[config.mk]
export PLATFORM = sky130hd
export DESIGN_NAME = pipe_ctrl
export DESIGN_NICKNAME = d
export VERILOG_FILES = /design/src/rtl/pipe_ctrl_pkg.sv /design/src/rtl/pipe_ctrl_hazard_cmp.sv /design/src/rtl/pipe_ctrl.sv
export SDC_FILE = /design/constraint.sdc
export NUM_CORES = 1
export LEC_CHECK = 0
export ABC_AREA = 1
export CORE_AREA = 2 2 50 52
export CTS_BUF_LIST = sky130_fd_sc_hd__clkbuf_16
export CTS_CLUSTER_SIZE = 24
export DETAILED_ROUTE_END_ITERATION = 16
export DIE_AREA = 0 0 52 54
export GPL_ROUTABILITY_DRIVEN = 0
export PLACE_DENSITY = 0.92
export SLEW_MARGIN = 10
export SYNTH_ARGS = -nofsm -noshare
export SYNTH_HDL_FRONTEND = slang
export SYNTH_SLANG_ARGS = --single-unit
export TNS_END_PERCENT = 10
[constraint.sdc]
create_clock -name clk -period 3 [get_ports clk]
set_clock_uncertainty 0.1 [all_clocks]
set_input_delay 0.45 -clock clk [delete_from_list [all_inputs] [get_ports clk]]
set_output_delay 0.45 -clock clk [all_outputs]
set_load 0.05 [all_outputs]
[src/rtl/pipe_ctrl_pkg.sv]
// pipe_ctrl_pkg: opcode, FSM state and forward-select encodings shared by pipe_ctrl.
// Defining PIPE_CTRL_FWD_EN turns on operand forwarding (FWD_EN=1).
package pipe_ctrl_pkg;

    typedef enum logic [3:0] {
        OP_LW  = 4'b1000,
        OP_SW  = 4'b1001,
        OP_LHB = 4'b1010,
        OP_LLB = 4'b1011,
        OP_B   = 4'b1100,
        OP_JAL = 4'b1101,
        OP_JR  = 4'b1110,
        OP_HLT = 4'b1111
    } op_t;

    typedef enum logic [2:0] {
        RUN      = 3'd0,
        LU_STALL = 3'd1,
        FLUSH    = 3'd2,
        MEM_WAIT = 3'd3,
        HALT     = 3'd4
    } state_t;

    typedef enum logic [1:0] {
        FWD_RF  = 2'b00,
        FWD_MEM = 2'b01,
        FWD_WB  = 2'b10
    } fwd_t;

`ifdef PIPE_CTRL_FWD_EN
    localparam bit FWD_EN = 1'b1;
`else
    localparam bit FWD_EN = 1'b0;
`endif

endpackage

[src/rtl/pipe_ctrl_hazard_cmp.sv]
// hazard_cmp: register comparators for ID-stage hazards and EX-stage operand forwarding.
// Forwarding outputs are live only when PIPE_CTRL_FWD_EN is defined.
module hazard_cmp
    import pipe_ctrl_pkg::*;
(
    input  logic [15:0] id_instr,
    input  logic [15:0] ex_instr,
    input  logic [3:0]  ex_rd,
    input  logic [3:0]  mem_rd,
    input  logic [3:0]  wb_rd,
    input  logic        ex_wr,
    input  logic        mem_wr,
    input  logic        wb_wr,
    output logic        hazard,
    output logic [1:0]  fwd_a,
    output logic [1:0]  fwd_b
);

    logic [3:0] rs, rt, rd;
    logic       hit_ex, hit_mem, load_use;

    // R0 is hard-wired, so it never selects a forwarded value
    function automatic logic [1:0] fwd_sel(input logic [3:0] r, input logic [3:0] m_rd, input logic m_wr,
                                           input logic [3:0] w_rd, input logic w_wr);
        return (r == 4'd0) ? FWD_RF : (m_wr && m_rd == r) ? FWD_MEM : (w_wr && w_rd == r) ? FWD_WB : FWD_RF;
    endfunction

    always_comb begin
        rs       = id_instr[7:4];
        rt       = id_instr[3:0];
        rd       = (id_instr[15:12] == OP_LHB || id_instr[15:12] == OP_SW) ? id_instr[11:8] : 4'd0;
        hit_ex   = ex_rd != 4'd0 && (ex_rd == rs || ex_rd == rt || ex_rd == rd);
        hit_mem  = mem_rd != 4'd0 && (mem_rd == rs || mem_rd == rt || mem_rd == rd);
        load_use = ex_instr[15:12] == OP_LW && hit_ex;
        hazard   = FWD_EN ? load_use : load_use || (ex_wr && hit_ex) || (mem_wr && hit_mem);
        fwd_a    = FWD_EN ? fwd_sel(ex_instr[7:4], mem_rd, mem_wr, wb_rd, wb_wr) : FWD_RF;
        fwd_b    = FWD_EN ? fwd_sel(ex_instr[3:0], mem_rd, mem_wr, wb_rd, wb_wr) : FWD_RF;
    end

endmodule

[src/rtl/pipe_ctrl.sv]
// pipe_ctrl: pipeline control FSM for load-use stalls, branch flushes, memory waits and halt.
// Define PIPE_CTRL_FWD_EN to forward operands instead of stalling on non-load RAW hazards.
module pipe_ctrl
    import pipe_ctrl_pkg::*;
(
    input  logic        clk,
    input  logic        rst_n,
    input  logic [15:0] id_instr,
    input  logic [15:0] ex_instr,
    input  logic [3:0]  ex_rd,
    input  logic [3:0]  mem_rd,
    input  logic        ex_wr,
    input  logic        mem_wr,
    input  logic        ex_br_taken,
    input  logic        dmem_req,
    input  logic        dmem_rdy,
    output logic        pc_hold,
    output logic        ifid_hold,
    output logic        idex_bubble,
    output logic        ifid_flush,
    output logic        exmem_hold,
    output logic [1:0]  fwd_a,
    output logic [1:0]  fwd_b,
    output logic        halted,
    output logic [2:0]  state
);

    state_t     state_q, state_d;
    logic       pend_q, pend_d, wb_wr_q, wb_wr_d;
    logic [3:0] wb_rd_q, wb_rd_d, wait_q, wait_d;
    logic       hazard, live, in_wait, mem_stall, redirect, do_flush, flush, stall, go_halt;
    logic [1:0] fwd_a_raw, fwd_b_raw;

    hazard_cmp u_cmp (
        .id_instr (id_instr),
        .ex_instr (ex_instr),
        .ex_rd    (ex_rd),
        .mem_rd   (mem_rd),
        .wb_rd    (wb_rd_q),
        .ex_wr    (ex_wr),
        .mem_wr   (mem_wr),
        .wb_wr    (wb_wr_q),
        .hazard   (hazard),
        .fwd_a    (fwd_a_raw),
        .fwd_b    (fwd_b_raw)
    );

    always_comb begin
        live        = rst_n && state_q != HALT;
        in_wait     = state_q == MEM_WAIT;
        mem_stall   = live && dmem_req && !dmem_rdy;
        redirect    = ex_br_taken || ex_instr[15:12] == OP_JAL || ex_instr[15:12] == OP_JR || pend_q;
        // redirects seen while memory is busy are parked and replayed once RUN resumes
        do_flush    = live && redirect && !mem_stall && !in_wait;
        flush       = do_flush || (live && state_q == FLUSH);
        stall       = live && hazard && !mem_stall && !flush;
        go_halt     = live && ex_instr[15:12] == OP_HLT && !mem_stall && !in_wait;
        state_d     = (state_q == HALT) ? HALT : mem_stall ? MEM_WAIT : in_wait ? RUN :
                      go_halt ? HALT : do_flush ? FLUSH : stall ? LU_STALL : RUN;
        pend_d      = live && (mem_stall || in_wait) && redirect;
        wait_d      = (state_d == RUN) ? 4'd0 : (in_wait && wait_q != 4'hF) ? wait_q + 4'd1 : wait_q;
        wb_rd_d     = mem_rd;
        wb_wr_d     = mem_wr && !mem_stall;
        halted      = rst_n && state_q == HALT;
        pc_hold     = halted || mem_stall || stall;
        ifid_hold   = halted || mem_stall || stall;
        exmem_hold  = mem_stall;
        idex_bubble = do_flush || stall;
        ifid_flush  = flush;
        fwd_a       = rst_n ? fwd_a_raw : FWD_RF;
        fwd_b       = rst_n ? fwd_b_raw : FWD_RF;
        state       = state_q;
    end

    always_ff @(posedge clk or negedge rst_n) begin
        if (!rst_n) begin
            state_q <= RUN;
            pend_q  <= 1'b0;
            wait_q  <= 4'd0;
            wb_rd_q <= 4'd0;
            wb_wr_q <= 1'b0;
        end else begin
            state_q <= state_d;
            pend_q  <= pend_d;
            wait_q  <= wait_d;
            wb_rd_q <= wb_rd_d;
            wb_wr_q <= wb_wr_d;
        end
    end

endmodule

==> results of run 1 <==
-- logic make-up (layout without fill, tap and decap cells) --
kind of cell | count (synthesis) | in the layout
buffers and inverters | 32 | 74
AO/OA/AOI/OAI | 8 | 8
flip-flops | 4 | 4
XOR/XNOR | 16 | 16
AND/OR/NAND/NOR | 78 | 78
other | 1 | 4
-- registers in the layout (all words and copies together) (netlist names) --
signal	flops
pend_q	1
state	3
-- layout make-up --
| type | count | area share |
|---|---|---|
| multi-input cells | 106 | 0.422 |
| repair buffers | 46 | 0.355 |
| flip-flops and latches | 4 | 0.0729 |
| inverters | 25 | 0.0683 |
| clock buffers | 3 | 0.0546 |
| well taps | 30 | 0.0273 |
-- power breakdown --
part / switching, mW / internal (mW)
registers: 0 / 0.0543
clock network: 0.0370 / 0.170
logic: 0.0749 / 0.0761
total: 0.112 / 0.301
-- cells in the final DEF, fill, tap and decap left out, types with 4 or more instances in the layout --
master	count
buf_12	4
buf_4	5
clkdlybuf4s50_1	37
conb_1	4
dfrtp_1	4
inv_1	20
inv_2	5
nand2_1	35
nand3_1	6
nand4_1	10
nor2_1	10
nor3_1	5
xnor2_1	11
xor2_1	5
-- per-stage QoR --
step | hold WS, ns | instances | total power, mW
5_1_grt | 0.472 | 214 | 0.434
6_report | 0.448 | 214 | 0.413
2_1_floorplan | 0.0544 | 142 | 0.134
3_3_place_gp | 0.528 | 211 | 0.203
3_5_place_dp | 0.548 | 211 | 0.205
4_1_cts | 0.451 | 214 | 0.416
-- worst max-delay path: cells and delay by family --
family / cells / cell delay, ns
simple gates: 11 / 1.13
buf+inv: 3 / 0.69
-- per-layer routing --
layer / wire length [um] / up-vias / GRT usage
met3: 179 / 6 / 0.0250
li1: - / 517 / -
met1: 830 / 455 / 0.185
met4: 67 / 0 / 0.123
met2: 1200 / 50 / 0.357
met5: 0 / - / 0
-- how the worst max path moves through the flow --
stage                       startpoint        end  slack (ns)  cells past startpoint
final                     id_instr[15]  ifid_hold        0.18                     14
after global routing      id_instr[15]  ifid_hold       0.002                     14
after CTS                 id_instr[15]  ifid_hold        0.17                     14
after detailed placement  id_instr[15]  ifid_hold        0.18                     14
after global placement    id_instr[15]  ifid_hold        0.20                     14
after floorplan               state[2]    pc_hold        0.08                     14
==> out/qor.yml, run 1 <==
synth_compound_area_frac: 0.0585
pin_count: 60
fin_crit_ns: 2.82
worst_slew_pin_slew_ns: 0.520
clock_sinks: 4
cts_resized: 0
yosys.cell_types.count: 27
r2r_slack_ns: 1.30
fin_util: 0.592
rr_endpoint: "state[0]"
synthCells: 139
grt_remaining_overflow: 0
post-cts-setup-buffers: 0
fin_tns_setup_ns: 0
yosys_warnings: 0
nFillCells: 220
rr_worst_depth: 12
min_path_type: "input port to asynchronous set/reset pin"
vias: 1028
hold_violations: 0
slew_headroom: 0.652
cp-start-kind: "input port"
grt_max_degree: 13
reg2reg_from: "state[1]"
arrival_ns: 2.27
die_h_um: 54
crit_path_max_incr_delay_ns: 0.47
design.die.area_sq_um: 2810
synth_edf_count: 0
port_buffers: 43
synth_top_area_frac: 0.162
multiInputGateArea_sq_um: 579
wl_um: 2280
grt_pass1_vias: 984
root_buffer: "clkbuf_16"
cts_tree: "done"
layout-drive-gt1-share: 0.147
antenna_found_initial: 0
cp_max_fo: 12
yosys.area_share.simple: 0.460
async_reset_ff_frac: 1.00
clock_latency_ns: 0.22
initial_core_util: 0.351
clkTransAtPathRegs_ns: 0.03
fin_crit_sh: 0.940
crit_top_cell: "nand2_1"
place_area_sq_um: 1300
grt_pass1_wl_um: 3850
yosysMostFrequentCell: "nand2_1"
num_rows: 18
fin_ws_ns: 0.179
drt.antenna.violating_nets: 0
setup_violations: 0
synthTopCellsByArea: "nand2_1 (16%), dfrtp_1 (12%), xnor2_1 (12%)"
synthAdderAreaFrac: 0
synth-xor-area-share: 0.172
cts_inserted_buffers: 3
p_leak_nw: 0.665
cp_cell_sequence: "clkdlybuf4s50_1 -> inv_2 -> nor2_4 -> nand4_1 -> nand2_1 -> nand2_1 -> nor2_1 -> nand2_1 -> nand2_1 -> nand2_1 -> nand2_2 -> nand2_1 -> nand2_1 -> buf_12"
synthMuxAreaShare: 0
yosys-top-cells-count: "nand2_1 (35), inv_1 (20), nor2_1 (11), xnor2_1 (11), nand4_1 (10)"
dp_hpwl_um: 1920
synth_top_family_by_area: "simple AND/OR/NAND/NOR gates"
avgViaCountPerCell: 4.80
fmax_ghz: 0.355
path_class: "input port to primary output"
synthFlopType: "dfrtp_1"
grt_use_total: 0.185
finalMaxSlewViolations: 0
hold_buffers: 0
netlist_area_sq_um: 813
cp_data_required_time_ns: 2.45
crit_path_end_kind: "primary output"
final_net_count: 233
regArea_sq_um: 100
drt_pass1_iterations: 4
power.density_nw_per_um2: 300
cts-htree-levels: 1
status: "finished, final reports clean"
grt_setup_unrepaired: "no"
dp_slack_ns: 0.182
synth_area_leader_cell: "nand2_1"
diodes: 0
clockBufferDepth: 2
drcViolationCount: 0
core_sq_um: 2320
ys_seq_area_frac: 0.123
maxCapViolations: 0
fin_area_sq_um: 1370
drtIter0Drc: 15
synth.avg_cell_area_sq_um: 5.85
synth-seq-cells: 4
vdd_drop_max_mv: 0.283
wl_per_cell_um: 10.7
crit_path_top_delay_cell: "clkdlybuf4s50_1"
area_growth_pct: 68.9
die_w_um: 52
Power figures use the tool's default switching activity.
==> run 2, diff against run 1 <==
SKIP_LAST_GASP = 1   (was not set)
==> results of run 2 <==
The final DEF is identical to that of run 1; final timing and power are the same.
